File: config.mk
export PLATFORM = sky130hd
export DESIGN_NAME = time_keeper_flat
export DESIGN_NICKNAME = d
export VERILOG_FILES = /design/src/rtl/clock_pkg.sv /design/src/rtl/time_keeper_if.sv /design/src/rtl/btn_edge.sv /design/src/rtl/time_keeper.sv /design/src/flat_wrapper.sv
export SDC_FILE = /design/constraint.sdc
export NUM_CORES = 1
export LEC_CHECK = 0
export CORE_MARGIN = 1
export CORE_UTILIZATION = 46
export CTS_CLUSTER_DIAMETER = 200
export DETAILED_ROUTE_END_ITERATION = 7
export PLACE_DENSITY = 0.75
export SKIP_CTS_REPAIR_TIMING = 1
export SLEW_MARGIN = 40
export SYNTH_ARGS = -nofsm -noshare
export SYNTH_HDL_FRONTEND = slang
export SYNTH_SLANG_ARGS = --single-unit
File: constraint.sdc
create_clock -name clk -period 2.5 [get_ports clk]
set_clock_uncertainty 0.2 [all_clocks]
set_input_delay 0.5 -clock clk [delete_from_list [all_inputs] [get_ports clk]]
set_output_delay 0.5 -clock clk [all_outputs]
set_load 0.02 [all_outputs]
File: src/rtl/clock_pkg.sv
// Shared widths and limits for the time-of-day counter, plus a wrap-around
// increment helper used by both the tick cascade and the set buttons.
package clock_pkg;
  localparam int TIME_W = 6;

  typedef logic [TIME_W-1:0] time_t;

  localparam time_t SEC_MAX  = 6'd59;
  localparam time_t MIN_MAX  = 6'd59;
  localparam time_t HOUR_MAX = 6'd23;

  function automatic time_t wrap_inc(input time_t v, input time_t max_v);
    return (v == max_v) ? '0 : v + 1'b1;
  endfunction
endpackage

File: src/rtl/time_keeper_if.sv
// Control/button inputs and time/strobe outputs of time_keeper. PRESC_W must
// equal $clog2(CLK_HZ) of the attached time_keeper.
interface time_keeper_if #(parameter int PRESC_W = 27);
  import clock_pkg::*;

  logic               run;
  logic               set_mode;
  logic               inc_hour;
  logic               inc_min;
  logic               clr_sec;
  time_t              hour;
  time_t              min;
  time_t              sec;
  logic               tick_1hz;
  logic               hour_strobe;
  logic [PRESC_W-1:0] presc_dbg;

  modport master (
    output run, set_mode, inc_hour, inc_min, clr_sec,
    input  hour, min, sec, tick_1hz, hour_strobe, presc_dbg
  );

  modport slave (
    input  run, set_mode, inc_hour, inc_min, clr_sec,
    output hour, min, sec, tick_1hz, hour_strobe, presc_dbg
  );
endinterface

File: src/rtl/btn_edge.sv
// Two-flop synchronizer for a raw button, followed by a registered rising-edge
// pulse: one clk-wide pulse per press, however long the button is held.
module btn_edge (
  input  logic clk,
  input  logic rst,
  input  logic btn,
  output logic pulse
);
  logic sync1_q, sync1_d;
  logic sync2_q, sync2_d;
  logic prev_q,  prev_d;
  logic pulse_q, pulse_d;

  always_comb begin
    sync1_d = btn;
    sync2_d = sync1_q;
    prev_d  = sync2_q;
    pulse_d = sync2_q & ~prev_q;
  end

  always_ff @(posedge clk or posedge rst) begin
    if (rst) begin
      sync1_q <= 1'b0;
      sync2_q <= 1'b0;
      prev_q  <= 1'b0;
      pulse_q <= 1'b0;
    end else begin
      sync1_q <= sync1_d;
      sync2_q <= sync2_d;
      prev_q  <= prev_d;
      pulse_q <= pulse_d;
    end
  end

  assign pulse = pulse_q;
endmodule

File: src/rtl/time_keeper.sv
// 24-hour time-of-day counter: CLK_HZ prescaler to a 1 Hz tick, cascaded
// sec/min/hour counters, and button-driven adjustment in set mode.
module time_keeper
  import clock_pkg::*;
#(
  parameter int CLK_HZ = 100_000_000
) (
  input logic         clk,
  input logic         rst,
  time_keeper_if.slave tk
);
  localparam int                 PRESC_W    = $clog2(CLK_HZ);
  localparam logic [PRESC_W-1:0] PRESC_LAST = PRESC_W'(CLK_HZ - 1);

  logic [PRESC_W-1:0] presc_q, presc_d;
  time_t              sec_q, sec_d;
  time_t              min_q, min_d;
  time_t              hour_q, hour_d;
  logic               counting;
  logic               tick;
  logic               strobe;
  logic               inc_hour_p, inc_min_p, clr_sec_p;

  btn_edge u_inc_hour (.clk(clk), .rst(rst), .btn(tk.inc_hour), .pulse(inc_hour_p));
  btn_edge u_inc_min  (.clk(clk), .rst(rst), .btn(tk.inc_min),  .pulse(inc_min_p));
  btn_edge u_clr_sec  (.clk(clk), .rst(rst), .btn(tk.clr_sec),  .pulse(clr_sec_p));

  always_comb begin
    counting = tk.run & ~tk.set_mode;
    tick     = counting & (presc_q == PRESC_LAST);

    // Prescaler holds its value while not counting so a paused second resumes.
    presc_d = presc_q;
    if (clr_sec_p || tick) begin
      presc_d = '0;
    end else if (counting) begin
      presc_d = presc_q + 1'b1;
    end

    sec_d  = sec_q;
    min_d  = min_q;
    hour_d = hour_q;
    strobe = 1'b0;

    // A clear wins over a coincident tick: the tick still pulses, nothing carries.
    if (clr_sec_p) begin
      sec_d = '0;
    end else if (tick) begin
      sec_d = wrap_inc(sec_q, SEC_MAX);
      if (sec_q == SEC_MAX) begin
        min_d = wrap_inc(min_q, MIN_MAX);
        if (min_q == MIN_MAX) begin
          hour_d = wrap_inc(hour_q, HOUR_MAX);
          strobe = 1'b1;
        end
      end
    end

    // Adjustment never carries; a tick cannot coincide since counting is off.
    if (tk.set_mode) begin
      if (inc_hour_p) hour_d = wrap_inc(hour_q, HOUR_MAX);
      if (inc_min_p)  min_d  = wrap_inc(min_q, MIN_MAX);
    end
  end

  always_ff @(posedge clk or posedge rst) begin
    if (rst) begin
      presc_q <= '0;
      sec_q   <= '0;
      min_q   <= '0;
      hour_q  <= '0;
    end else begin
      presc_q <= presc_d;
      sec_q   <= sec_d;
      min_q   <= min_d;
      hour_q  <= hour_d;
    end
  end

  assign tk.hour        = hour_q;
  assign tk.min         = min_q;
  assign tk.sec         = sec_q;
  assign tk.tick_1hz    = tick;
  assign tk.hour_strobe = strobe;
  assign tk.presc_dbg   = presc_q;
endmodule

File: src/flat_wrapper.sv
// flat-port wrapper written by rule: the top's interface ports become plain ports
module time_keeper_flat import clock_pkg::*;
#(
  parameter int CLK_HZ = 100_000_000
)
  (clk, rst, tk_run, tk_set_mode, tk_inc_hour, tk_inc_min, tk_clr_sec, tk_hour, tk_min, tk_sec, tk_tick_1hz, tk_hour_strobe, tk_presc_dbg);
  time_keeper_if #(.PRESC_W(($clog2(CLK_HZ)))) tk_i ();
  input logic clk;
  input logic rst;
  input wire logic [$bits(tk_i.run)-1:0] tk_run;
  input wire logic [$bits(tk_i.set_mode)-1:0] tk_set_mode;
  input wire logic [$bits(tk_i.inc_hour)-1:0] tk_inc_hour;
  input wire logic [$bits(tk_i.inc_min)-1:0] tk_inc_min;
  input wire logic [$bits(tk_i.clr_sec)-1:0] tk_clr_sec;
  output wire logic [$bits(tk_i.hour)-1:0] tk_hour;
  output wire logic [$bits(tk_i.min)-1:0] tk_min;
  output wire logic [$bits(tk_i.sec)-1:0] tk_sec;
  output wire logic [$bits(tk_i.tick_1hz)-1:0] tk_tick_1hz;
  output wire logic [$bits(tk_i.hour_strobe)-1:0] tk_hour_strobe;
  output wire logic [$bits(tk_i.presc_dbg)-1:0] tk_presc_dbg;
  assign tk_i.run = tk_run;
  assign tk_i.set_mode = tk_set_mode;
  assign tk_i.inc_hour = tk_inc_hour;
  assign tk_i.inc_min = tk_inc_min;
  assign tk_i.clr_sec = tk_clr_sec;
  assign tk_hour = tk_i.hour;
  assign tk_min = tk_i.min;
  assign tk_sec = tk_i.sec;
  assign tk_tick_1hz = tk_i.tick_1hz;
  assign tk_hour_strobe = tk_i.hour_strobe;
  assign tk_presc_dbg = tk_i.presc_dbg;
  time_keeper #(.CLK_HZ(CLK_HZ)) u_core (.clk(clk), .rst(rst), .tk(tk_i));
endmodule
=== Yosys cells after proc, flatten, opt, wreduce, memory -nomap -nowiden ===
Index checks and enable logic that the tools add are counted.

* Memory bits (writable): 0
* Register bits: 57
* Logic and storage cells: 58
* Bits in read-only memories: 0
* Output and inout bits: 47
* Memories: 0
* Input port bits: 7
* Bits in latches: 0

* Mux-type cells: 22
* $add $sub $neg: 4
* Divide/modulo/power cells: 0
* $lt $le $gt $ge: 0
* $mul: 0
* Shift operators: 0
* Equality and inequality tests: 4
* Reduce and logical (&&, ||, !) cells: 3
* Bitwise operators: 9

{| class="wikitable"
|+ Operators with widths
! kind !! number
|-
| $mux 6 || 16
|-
| $mux 27 || 2
|-
| $add 27x1->27 const B || 1
|-
| $eq 27x27->1 const B || 1
|-
| $add 6x1->6 const B || 3
|-
| $eq 6x6->1 const B || 2
|-
| $eq 6x5->1 const B || 1
|-
| $and 1x1->1 || 5
|-
| $mux 1 || 4
|-
| $not 1->1 || 4
|-
| $reduce_bool 2->1 || 2
|-
| $logic_or 1x1->1 || 1
|}

=== Depth between registers and ports, before layout ===
Gate-level depths: netlist of run 1.

* Depth in word-level cells: 8
* Mapped depth: 8
* Mapped depth without buffers: 7

=== Cells and area by module ===
Synthesis of run 1 repeated with hierarchy kept, for this count alone.

* Cells, all modules: 275
* Area total of the unflattened synthesis: 2802.7 µm²

{| class="wikitable"
|+ By module, submodules not included
! module !! instances !! cells an instance !! area an instance (µm²) !! seq. area each (µm²)
|-
| time_keeper || 1 || 257 || 2449.8 || 1126.1
|-
| btn_edge || 3 || 6 || 117.6 || 100.1
|}

=== Worst setup path before layout of run 1 ===
OpenSTA, ideal clock, no wires.

* Path kind: flip-flop to output port
* Start: register u_core.presc_q[0] (netlist: u_core.tk.presc_dbg[0])
* End: output port tk_hour_strobe
* Stages on the path, launching flop included: 7
* Data arrival time: 2177 ps
* Data required time: 1800 ps
* Buffers on the path: 1
* Slack: -377 ps
* Cells stage by stage: dfrtp_1 ha_1 nand4_1 or4b_4 or3_1 buf_6 nor2_1

* Longest elaborated chain between the ends: 4

{| class="wikitable"
|+ Ends and longest elaborated chain
! what !! line !! text
|-
| from (decl) || time_keeper.sv:15 || <nowiki>logic [PRESC_W-1:0] presc_q, presc_d;</nowiki>
|-
| from (signal assigned) || time_keeper.sv:73 || <nowiki>presc_q <= presc_d;</nowiki>
|-
| $eq 27x27->1 || time_keeper.sv:30 || <nowiki>tick = counting & (presc_q == PRESC_LAST);</nowiki>
|-
| $and 1x1->1 || time_keeper.sv:30 ||
|-
| $mux 1 || time_keeper.sv:48 || <nowiki>end else if (tick) begin</nowiki>
|-
| $mux 1 || time_keeper.sv:46 || <nowiki>if (clr_sec_p) begin</nowiki>
|-
| to (decl) || flat_wrapper.sv:19 || <nowiki>output wire logic [$bits(tk_i.hour_strobe)-1:0] tk_hour_strobe;</nowiki>
|}

No other way between the ends.

=== Worst setup path in the final report of run 1 ===
* Start: register u_core.presc_q[1] (netlist: u_core.tk.presc_dbg[1])
* End: output port tk_hour_strobe

The elaborated chain is that of the path after synthesis.

==> results.md, run 1 <==
- The analysis attributes to cell leakage a power of 1.75 nW.
- The number of levels the H-tree was split into is 3.
- The number of optimization iterations in the first detailed-route pass is 4.
- The buffer depth of the longest clock path is 2.
- The total number of vias is between 2000 and 3000.
- The instance area at placement is 3830 sq um.
- The TritonCTS clock tree is done.
- Across all register-to-register paths, the minimum setup slack is -100 ps.
- Once routing completed, OpenROAD measured the worst setup slack at -325 ps.
- The final setup violation count is 3.
- The number of max-cap violations is 0.
- The post-layout minimum cycle time is approximately 2800 ps.
- The via density per instance is ~5.4.
- The checks that failed: negative setup slack.
- The wire length per cell is 15.1 um.
- For this run, the register share of the synthesized area comes to 0.512.
- The gate count after technology mapping is 281.
- Along the worst path, the maximum fanout reaches 4.
- STA classifies the critical path startpoint as a flop.
- For this run, design rule violations remaining after detail routing come to 0.
- Of the post-synthesis cell area, the dominant cell type holds 0.512.
- The number of synthesis warnings is 0.
- The worst slew slack as a fraction of its limit is 0.605.
- The diode insertion count for antenna repair is 0.
- Counting cells, the worst reg-to-reg path comes to 8.
- The number of clock sinks is 57.
- The count of cells in the finished layout, fillers not included, comes to about 470.
- The area of the core is around 5700 sq um.
- The number of clock buffers added by TritonCTS is 9.
- The proportion of synthesized flip-flops having asynchronous set or reset is 1.00.
- STA puts the critical path data arrival time at between 2000 and 2500 ps.
- Clock-pin slew was measured on the worst setup and hold paths at 60 ps.
- The average size of a mapped cell is just under 10 sq um.
- The flow ran to the end, but the final reports show violations.
- The floorplan has 27 rows.
- From synthesis to final layout, the design area changed by 46.2%.
- The worst hold-check path type is flop to flop.
- The number of pins with negative max-slew slack in the final report is 0.
- The worst-case IR drop observed on VDD is roughly 450 uV.
- The critical path ends at tk_hour_strobe.
- The full die area is around 6400 sq um.
- The final layout contains routed wiring with a total length of approximately 7100 um.
- The final period utilization is 1.13.
- The number of enable-type register cells in the synthesized netlist is 0.
- The flop and latch count out of synthesis is 57.
- The starting density of the core is 0.491.
- In the post-synthesis netlist, the biggest area contributors are sky130_fd_sc_hd__dfrtp_1 51%, sky130_fd_sc_hd__xnor2_1 5.7%, sky130_fd_sc_hd__nor2_1 5.3%.
- The data required time at the worst endpoint is about 1800 ps.
- During I/O placement, the number of pins put on the boundary was 54.
- After synthesis, the netlist uses between 40 and 50 different library cells.
- The largest net degree at the start of global routing is 28.
- The worst register-to-register path ends at u_core.tk.sec[5]$_DFFE_PP0N_.
- Dividing total power by cell area gives a power density of between 600 and 700 nW/um^2.
- Among all flip-flop cells after synthesis, the most frequent one is sky130_fd_sc_hd__dfrtp_1.
- The total overflow left after global routing is 0.
- Timing would allow up to between 0.3 and 0.4 GHz.
- The clock latency of the later-clocked register in the worst-skew pair is between 300 and 400 ps.
- Measured along the y axis, the die boundary spans approximately 80 um.
- The final estimated routing congestion in global placement is 0.857.
- Setup repair after global routing could not meet its margin everywhere.
- The overall routing resource usage is 0.240.
- The final hold violation count is 0.
- The cell at the root of the clock tree is sky130_fd_sc_hd__clkbuf_8.
- The number of global-route vias before repair is 2408.
- The area of the mapped netlist is 2790 sq um.
- STA classifies the critical path endpoint as a primary output.
- Input and output buffers added on the ports amount to 53.
- The leading area contributor after synthesis is sky130_fd_sc_hd__dfrtp_1.
- The start of the worst register-to-register path is u_core.tk.presc_dbg[1]$_DFFE_PP0P_.
- The die is ~80 um wide.
- Hold timing on the final database bottoms out at a slack of about 150 ps.
- The share of final-layout standard cells stronger than drive strength 1 is 0.241.
- The first-pass GRT wire length is approximately 11000 um.
- Once detailed placement completed, the half-perimeter wirelength came to between 5000 and 6000 um.
- The iteration-0 DRC count of the detailed router is 131.
- In the final design database the tool counted between 400 and 500 nets.
- The worst setup path startpoint is u_core.tk.presc_dbg[1]$_DFFE_PP0P_.
- The number of antenna violations at the first check in global routing was 0.
- The final cell area excluding filler cells is 4080 sq um.
- The number of routed nets with antenna violations is 0.
- The post-synthesis net count is ~300.
- The total instance count after detailed placement is approximately 450.
- By startpoint and endpoint, the worst setup path is classified as flop to primary output.
- At the pin with the least slew margin, the transition time is a little under 600 ps.
cells in the final DEF, fill, tap and decap left out, types with 10 or more instances in the layout:
cell | synthesis | final
sky130_fd_sc_hd__nor2_1 | 39 | 38
sky130_fd_sc_hd__xnor2_1 | 18 | 18
sky130_fd_sc_hd__nor3_1 | 14 | 14
sky130_fd_sc_hd__clkbuf_8 | 0 | 11
sky130_fd_sc_hd__nand2_1 | 26 | 26
sky130_fd_sc_hd__clkdlybuf4s50_1 | 0 | 49
sky130_fd_sc_hd__dfrtp_1 | 57 | 54
sky130_fd_sc_hd__nand3_1 | 13 | 13
sky130_fd_sc_hd__xor2_1 | 10 | 10
sky130_fd_sc_hd__buf_4 | 0 | 55
how the worst min path moves through the flow:
stage | startpoint | depth (start not counted) | slack [ps] | to
2_1_floorplan | u_core.u_clr_sec.sync1_q$_DFF_PP0_ | 0 | 130 | u_core.u_clr_sec.prev_d$_DFF_PP0_
4_1_cts | u_core.u_clr_sec.sync1_q$_DFF_PP0_ | 0 | 150 | u_core.u_clr_sec.prev_d$_DFF_PP0_
5_1_grt | u_core.u_inc_min.sync1_q$_DFF_PP0_ | 0 | 150 | u_core.u_inc_min.prev_d$_DFF_PP0_
3_5_place_dp | u_core.u_clr_sec.sync1_q$_DFF_PP0_ | 0 | 140 | u_core.u_clr_sec.prev_d$_DFF_PP0_
6_report | u_core.u_clr_sec.sync1_q$_DFF_PP0_ | 0 | 150 | u_core.u_clr_sec.prev_d$_DFF_PP0_
3_3_place_gp | u_core.u_clr_sec.sync1_q$_DFF_PP0_ | 0 | 130 | u_core.u_clr_sec.prev_d$_DFF_PP0_
state kept, by name (all words and copies together) (netlist names):
signal and count:
u_core.u_inc_min.prev_d 1, u_core.u_inc_hour.pulse 1, u_core.tk.presc_dbg 27, u_core.u_inc_min.pulse 1, u_core.tk.min 6, u_core.u_inc_hour.sync1_q 1
u_core.u_inc_hour.prev_d 1, u_core.u_inc_hour.prev_q 1, u_core.u_inc_min.sync1_q 1, u_core.u_clr_sec.pulse 1, u_core.u_inc_min.prev_q 1, u_core.u_clr_sec.sync1_q 1
u_core.u_clr_sec.prev_d 1, u_core.tk.sec 6, u_core.tk.hour 6, u_core.u_clr_sec.prev_q 1
metrics by stage:
step                      setup slack, ps  total power, mW  utilization  TNS, ps
after floorplan                     -31.0             1.46            -    -33.9
after global routing                 -393             2.67        0.718     -968
after CTS                           -1200             2.56        0.705    -9210
final                                -325             2.54        0.718     -740
after global placement              -1210             1.76        0.674   -24650
after detailed placement            -1210             1.79        0.674   -25510
cells by family (layout without fill, tap and decap cells):
| kind of cell | Yosys count | in the layout | synth area share |
|---|---|---|---|
| flip-flops | 57 | 57 | 0.512 |
| buffers and inverters | 16 | 134 | 0.0251 |
| adder cells (fa/ha/maj) | 4 | 4 | 0.0180 |
| multiplexers | 5 | 5 | 0.0202 |
| AO/OA/AOI/OAI | 30 | 30 | 0.0745 |
| AND/OR/NAND/NOR | 141 | 141 | 0.263 |
| XOR/XNOR | 28 | 28 | 0.0880 |
per-layer routing:
metal	GRT usage	vias up	share of wire
met3	0.0594	16	0.053
met4	0.107	0	0.023
met2	0.390	77	0.48
li1	-	1222	-
met1	0.302	1238	0.44
met5	0	-	0
worst max-delay path: stages, from the launching register on:
cell,delay [ps]
sky130_fd_sc_hd__dfrtp_2,380
sky130_fd_sc_hd__ha_4,140
sky130_fd_sc_hd__nand4_1,110
sky130_fd_sc_hd__or4b_4,500
sky130_fd_sc_hd__or3_4,430
sky130_fd_sc_hd__nor2_4,100
sky130_fd_sc_hd__buf_6,120
Yosys cell counts, types with 2 or more instances:
library cell	number
sky130_fd_sc_hd__dfrtp_1	57
sky130_fd_sc_hd__nor2_1	39
sky130_fd_sc_hd__nand2_1	26
sky130_fd_sc_hd__xnor2_1	18
sky130_fd_sc_hd__nor3_1	14
sky130_fd_sc_hd__nand3_1	13
sky130_fd_sc_hd__xor2_1	10
sky130_fd_sc_hd__a21oi_1	8
sky130_fd_sc_hd__inv_1	8
sky130_fd_sc_hd__or3_1	8
sky130_fd_sc_hd__nand4_1	6
sky130_fd_sc_hd__nor2b_1	6
sky130_fd_sc_hd__o21ai_0	6
sky130_fd_sc_hd__clkbuf_1	5
sky130_fd_sc_hd__mux2_2	5
sky130_fd_sc_hd__nor4_1	5
sky130_fd_sc_hd__ha_1	4
sky130_fd_sc_hd__and3_1	3
sky130_fd_sc_hd__nand4b_1	3
sky130_fd_sc_hd__nor3b_1	3
sky130_fd_sc_hd__nor4b_1	3
sky130_fd_sc_hd__o2bb2ai_1	3
sky130_fd_sc_hd__a211oi_1	2
sky130_fd_sc_hd__buf_2	2
sky130_fd_sc_hd__o311ai_0	2
area by class of cell:
class	instances	area, sq um
clock buffers	13	159
flip-flops and latches	57	1430
clock inverters	3	15.0
well taps	72	90.1
multi-input cells	208	1360
repair buffers	110	991
inverters	8	33.8
fillers	452	1600
where the power goes:
part | switching [mW] | internal (mW)
Sequential | 0.0893 | 1.02
Combinational | 0.329 | 0.339
Clock | 0.348 | 0.409
Total | 0.766 | 1.77
Note: power is estimated with default switching activity, not from simulation.
==> run 2, diff against run 1 <==
- CORE_ASPECT_RATIO: unset -> 0.8
- CORE_UTILIZATION: 46 -> 40
- PLACE_DENSITY: 0.75 -> 0.67
==> run 2 against run 1 <==
The flow still finishes with violations (negative setup slack). Clock-buffer cell count shrank 2. Flip-flop and latch count is the same. Setup slack lost 35 ps. Hold slack gained 1.1 ps. Fmax shrank 1.2%. Critical path depth is the same. First-iteration DRC count grew 18%. Highest routed layer unchanged.
==> results.md, run 2 (same netlist as run 1, synthesis figures left out) <==
- The overall routing resource usage is 0.215 (-0.0247).
- The number of clock sinks came to 57 (unchanged).
- The share of total power in the clock network is 0.355 (+0.057).
- The total DRC errors in the routed layout is 0 (unchanged).
- The number of ports placed on the die boundary is 54 (unchanged).
- The number of max-cap violations is 0 (unchanged).
- The worst setup margin is -359 ps (-34.9 ps).
- The wire length per cell is 15.2 um (+0.88%).
- The total power density per cell area came to 653 nW/um^2 (+4.9%).
- Grouping stages by cell kind, the critical path spends the most delay in simple AND/OR/NAND/NOR gates.
- The iteration-0 DRC count of the detailed router is 155 (+18%).
- The slowest stage of the critical path belongs to the cell sky130_fd_sc_hd__or4b_4.
- The path depth of the worst reg2reg path was 9 (+1).
- The full die area is 7310 sq um (+15%).
- The final setup violation count is 29 (+26).
- The area growth from synthesis to layout is 52.8%.
- The number of buffers created by CTS was 9 (unchanged).
- The transition time of the tightest slew-check pin came to 637 ps (+49.9 ps).
- The number of pins with negative max-slew slack in the final report is 0 (unchanged).
- The cell at the root of the clock tree is sky130_fd_sc_hd__clkbuf_8.
- The number of nets in the layout is 412 (+1.7%).
- The post-layout minimum cycle time is 2860 ps (+34.9 ps).
- The via density per instance is 5.30 (-2.2%).
- The number of antenna violations at the first check in global routing came to 0 (unchanged).
- The die extent in x is 95.3 um (+19%).
- The net switching power of the design is 0.795 mW (+3.7%).
- In the layout the commonest cells are 58 x sky130_fd_sc_hd__buf_4, 54 x sky130_fd_sc_hd__dfrtp_1, 49 x sky130_fd_sc_hd__clkdlybuf4s50_1.
- The largest net degree at the start of global routing was 28 (unchanged).
- The final hold violation count is 0 (unchanged).
- The upper clock frequency limit is 0.350 GHz (-1.2%).
- The data required time at the worst endpoint is 1800 ps (about the same).
- The total leakage power was 1.83 nW (+4.5%).
- The buffer and inverter count on the worst path is 1 (unchanged).
- The checks that failed: negative setup slack.
- Setup repair after global routing could not meet its margin everywhere.
- The flip-flop count of the largest register, all copies and words added is 27 (unchanged).
- The final estimated routing congestion in global placement is 0.872 (+1.7%).
- The number of routed nets with antenna violations is 0 (unchanged).
- The endpoint arrival time on the critical path is 2160 ps (+40 ps).
- The largest stage delay on the critical path is 510 ps (about the same).
- The most frequent standard cell in the layout excluding fill and tap cells is sky130_fd_sc_hd__buf_4.
- The worst-case vdd ir drop came to 314 uV (-30%).
- The total wirelength of the detailed-routed design is 7440 um (+4.9%).
- The internal power consumption is 1.99 mW (+12%).
- The worst slew slack as a fraction of its limit was 0.571 (-0.0336).
- The switching share of total power is 0.285 (-0.0166).
- The worst hold slack is 148 ps (+1.09 ps).
- The total of buffers placed on input and output ports was 53 (unchanged).
- The total number of vias came to 2598 (+1.8%).
- STA classifies the critical path startpoint as a flop.
- The number of optimization iterations in the first detailed-route pass came to 4 (unchanged).
- The number of global-route vias before repair is 2502 (+3.9%).
- The diode insertion count for antenna repair is 0 (unchanged).
- The share of total power in sequential cells is 0.399 (-0.039).
- The starting density of the core is 0.424 (-0.0670).
- The clock latency of the later-clocked register in the worst-skew pair is 350 ps (about the same).
- The startpoint-to-endpoint class of the critical path is flop to primary output.
- The chip height is 76.7 um (-4.0%).
- The clock slew at the register clock pins of the worst setup and hold paths is 70 ps (about the same).
- The critical path goes through ha_4 > nand4_1 > or4b_4 > or3_4 > nor2_4 > buf_6.
- The flow ran to the end, but the final reports show violations.
- The number of levels the H-tree was split into came to 3 (unchanged).
- The combinational share of power was 0.245 (-0.018).
- The buffer depth of the longest clock path is 2 (unchanged).
- The total half-perimeter wirelength after legalization and detailed placement is 5210 um (+1.7%).
- The number of cells on the worst hold path is 0 (unchanged).
- The share of final-layout standard cells stronger than drive strength 1 was 0.259 (+0.0180).
- The worst-path maximum fanout was 4 (unchanged).
- The area of the core is 6570 sq um (+16%).
- The worst hold-check path type is flop to flop.
- The first-pass GRT wire length is 12000 um (+6.1%).
- The cell depth of the worst setup path is 6 (unchanged).
- The floorplan row count is 26 (-3.7%).
- The pre-CTS setup slack came to -1130 ps (+82.3 ps).
- The total grt overflow is 0 (unchanged).
- The capturing element type of the critical path is a primary output.
- The final period utilization was 1.14 (+0.0140).
- TritonCTS built the clock tree.
==> run 2: final timing paths <==
kind                                                    startpoint                             endpoint  slack (ps)
worst max-delay path            u_core.tk.presc_dbg[1]$_DFFE_PP0P_                       tk_hour_strobe        -360
worst min-delay path            u_core.u_clr_sec.sync1_q$_DFF_PP0_    u_core.u_clr_sec.prev_d$_DFF_PP0_         150
worst max register to register  u_core.tk.presc_dbg[1]$_DFFE_PP0P_  u_core.tk.presc_dbg[19]$_DFFE_PP0P_         -50
worst min register to register  u_core.u_clr_sec.sync1_q$_DFF_PP0_    u_core.u_clr_sec.prev_d$_DFF_PP0_         150
max in group asynchronous                                      rst   u_core.tk.presc_dbg[5]$_DFFE_PP0P_        1350
min in group asynchronous                                      rst  u_core.tk.presc_dbg[24]$_DFFE_PP0P_         280
==> run 2: per-stage QoR <==
stage / setup TNS (ps) / std cells / utilization / area (sq um) / power [mW]
2_1_floorplan: -33.9 / 281 / - / 2820 / 1.46
3_3_place_gp: -24990 / 469 / 0.592 / 3890 / 1.78
4_1_cts: -9640 / 485 / 0.627 / 4120 / 2.80
3_5_place_dp: -25650 / 469 / 0.592 / 3890 / 1.80
5_1_grt: -3330 / 490 / 0.648 / 4260 / 2.93
6_report: -1750 / 490 / 0.648 / 4260 / 2.78
==> run 2: per-layer routing <==
| metal | part of all wire | vias to the layer above | GRT usage |
|---|---|---|---|
| met2 | 0.48 | 98 | 0.333 |
| met4 | 0.016 | 0 | 0.0712 |
| met3 | 0.064 | 10 | 0.0744 |
| met5 | 0 | - | 0 |
| met1 | 0.44 | 1256 | 0.280 |
| li1 | - | 1234 | - |
==> run 2: layout make-up <==
type,count,area [sq um]
flip-flops and latches,57,1430
inverters,8,33.8
clock buffers,11,151
well taps,84,105
multi-input cells,208,1370
repair buffers,117,1090
clock inverters,5,77.6
fillers,531,2310
==> run 2: power groups by stage <==
stage	Combinational, mW	Sequential (mW)	Clock [mW]
floorplan	0.216	1.24	0
global placement	0.656	1.12	0
detailed placement	0.673	1.13	0
CTS	0.676	1.11	1.01
global route	0.748	1.13	1.05
finish	0.683	1.11	0.988
==> run 3, diff against run 2 <==
- SKIP_LAST_GASP: unset -> 1
==> run 3 against run 2 <==
The flow still finishes with violations (negative setup slack). Largest cell class unchanged. Fmax decreased by 0.31%. Setup slack got worse by 8.8 ps. Combinational power hardly changed. Sequential share of layout area is essentially flat. Global-route usage stayed put. Register-to-register slack about the same. Cell count did not move. Die area did not move. Power unchanged.
==> results.md, run 3 (same netlist as run 1, synthesis figures left out) <==
- The number of routed nets with antenna violations is 0 (unchanged).
- The first-pass GRT wire length is 12000 um (unchanged).
- The largest net degree at the start of global routing was 28 (unchanged).
- The total power density per cell area is 654 nW/um^2 (about the same).
- The number of nets in the layout is 412 (unchanged).
- The wire length per cell is 15.2 um (about the same).
- The worst setup path is of the flop to primary output kind.
- The worst slew slack as a fraction of its limit is 0.571 (unchanged).
- The internal power consumption was 1.99 mW (unchanged).
- The share of total power in the clock network is 0.355 (about the same).
- The most frequent standard cell in the layout excluding fill and tap cells is sky130_fd_sc_hd__buf_4.
- The global-route met3 utilization came to 0.0744 (unchanged).
- The post-layout minimum cycle time is 2870 ps (+8.76 ps).
- The startpoint of the lowest-slack hold path is u_core.u_clr_sec.sync1_q$_DFF_PP0_.
- The number of max-cap violations is 0 (unchanged).
- The total grt overflow is 0 (unchanged).
- The area growth from synthesis to layout is 52.7% (about the same).
- The number of optimization iterations in the first detailed-route pass came to 4 (unchanged).
- The chip height came to 76.7 um (unchanged).
- The number of pins with negative max-slew slack in the final report is 0 (unchanged).
- The clock latency of the later-clocked register in the worst-skew pair was 350 ps (about the same).
- The total number of vias is 2598 (unchanged).
- The total half-perimeter wirelength after legalization and detailed placement came to 5210 um (unchanged).
- The clock slew at the register clock pins of the worst setup and hold paths was 70 ps (about the same).
- The switching share of total power came to 0.285 (unchanged).
- The final estimated routing congestion in global placement is 0.872 (unchanged).
- The final setup violation count is 29 (unchanged).
- The total leakage power is 1.83 nW (about the same).
- The final cell count without fillers came to 490 (unchanged).
- The cell at the root of the clock tree is sky130_fd_sc_hd__clkbuf_8.
- The endpoint arrival time on the critical path is 2170 ps (about the same).
- Setup repair after global routing could not meet its margin everywhere.
- The final hold violation count is 0 (unchanged).
- The path depth of the worst reg2reg path is 9 (unchanged).
- The upper clock frequency limit came to 0.349 GHz (-0.31%).
- The data required time at the worst endpoint is 1800 ps (about the same).
- The flow ran to the end, but the final reports show violations.
- The power after layout is 2.78 mW (unchanged).
- The library cells used most frequently in the layout, excluding fill and tap cells, are 59 x sky130_fd_sc_hd__buf_4, 54 x sky130_fd_sc_hd__dfrtp_1, 49 x sky130_fd_sc_hd__clkdlybuf4s50_1.
- The share of final-layout standard cells stronger than drive strength 1 was 0.259 (unchanged).
- The total instance count after detailed placement is 469 (unchanged).
- The starting density of the core came to 0.424 (unchanged).
- The share of total power in sequential cells is 0.399 (about the same).
- The floorplan row count is 26 (unchanged).
- The pre-CTS setup slack is -1130 ps (unchanged).
- The total of buffers placed on input and output ports is 53 (unchanged).
- The global routing usage on met2 is 0.333 (unchanged).
- met2 is the most crowded layer.
- The via density per instance is 5.30 (unchanged).
- The net switching power of the design is 0.795 mW (unchanged).
- The total wirelength of the detailed-routed design was 7450 um (about the same).
- The transition time of the tightest slew-check pin is 637 ps (unchanged).
- The overall routing resource usage is 0.215 (unchanged).
- The worst hold-check path type is flop to flop.
- The TritonCTS clock tree is done.
- The worst register-to-register path begins at u_core.tk.presc_dbg[1]$_DFFE_PP0P_.
- The fraction of met1 tracks used by global routing is 0.280 (unchanged).
- The full die area is 7310 sq um (unchanged).
- The area of the core is 6570 sq um (unchanged).
- The number of global-route vias before repair was 2502 (unchanged).
- The iteration-0 DRC count of the detailed router is 155 (unchanged).
- The diode insertion count for antenna repair is 0 (unchanged).
- The buffer depth of the longest clock path is 2 (unchanged).
- The worst setup path startpoint is u_core.tk.presc_dbg[1]$_DFFE_PP0P_.
- The number of ports placed on the die boundary came to 54 (unchanged).
- The number of antenna violations at the first check in global routing came to 0 (unchanged).
- The worst-case vdd ir drop was 314 uV (unchanged).
- The die extent in x is 95.3 um (unchanged).
- The final core utilization came to 0.648 (about the same).
- The number of cells on the worst hold path is 0 (unchanged).
- The final period utilization came to 1.15 (+0.00350).
- The number of clock sinks is 57 (unchanged).
- The combinational share of power is 0.245 (about the same).
- The total DRC errors in the routed layout is 0 (unchanged).
- STA classifies the critical path endpoint as a primary output.
- The flip-flop count of the largest register, all copies and words added is 27 (unchanged).
- The worst-path maximum fanout is 4 (unchanged).
- The worst setup path is launched from a flop.
- The number of buffers created by CTS is 9 (unchanged).
- The worst setup margin was -368 ps (-8.76 ps).
- The number of levels the H-tree was split into is 3 (unchanged).
- The final reports fail on negative setup slack.
[run 3: cell count changes in the layout (fill, tap and decap cells not counted)]
cell,previous run,this run
sky130_fd_sc_hd__buf_4,58,59
sky130_fd_sc_hd__buf_6,3,2
[run 3: area by class of cell]
class | instances | area [sq um]
Sequential cell | 57 | 1430
Clock buffer | 11 | 151
Tap cell | 84 | 105
Clock inverter | 5 | 77.6
Inverter | 8 | 33.8
Timing Repair Buffer | 117 | 1090
Fill cell | 533 | 2310
Multi-Input combinational cell | 208 | 1370
[run 3: power groups by stage]
stage	Sequential [mW]	Combinational [mW]	Clock (mW)
2_1_floorplan	1.24	0.216	0
3_3_place_gp	1.12	0.656	0
3_5_place_dp	1.13	0.673	0
4_1_cts	1.11	0.676	1.01
5_1_grt	1.13	0.748	1.05
6_report	1.11	0.683	0.988
[run 3: per-stage QoR]
stage | area, sq um | hold slack (ps) | setup TNS (ps)
final | 4260 | 148 | -1770
after global routing | 4260 | 155 | -3340
after CTS | 4120 | 149 | -9640
after detailed placement | 3890 | 135 | -25650
after global placement | 3890 | 132 | -24990
after floorplan | 2820 | 131 | -33.9
[run 3: layer usage]
| metal | share of wire | vias to the layer above |
|---|---|---|
| met4 | 0.016 | 0 |
| li1 | - | 1234 |
| met1 | 0.44 | 1256 |
| met2 | 0.48 | 98 |
| met5 | 0 | - |
| met3 | 0.064 | 10 |
[run 3: final timing paths]
kind / end / slack [ps]
worst min-delay path: u_core.u_clr_sec.prev_d$_DFF_PP0_ / 150
max in group asynchronous: u_core.tk.presc_dbg[5]$_DFFE_PP0P_ / 1350
worst max register to register: u_core.tk.presc_dbg[19]$_DFFE_PP0P_ / -50
min in group asynchronous: u_core.tk.presc_dbg[24]$_DFFE_PP0P_ / 280
worst max-delay path: tk_tick_1hz / -370
worst min register to register: u_core.u_clr_sec.prev_d$_DFF_PP0_ / 150
[run 3: worst max-delay path, cell delays in order, from the launching register on]
cell,delay [ps]
sky130_fd_sc_hd__dfrtp_2,390
sky130_fd_sc_hd__ha_4,140
sky130_fd_sc_hd__nand4_1,110
sky130_fd_sc_hd__or4b_4,510
sky130_fd_sc_hd__or3_4,450
sky130_fd_sc_hd__clkinvlp_4,90
sky130_fd_sc_hd__buf_4,130
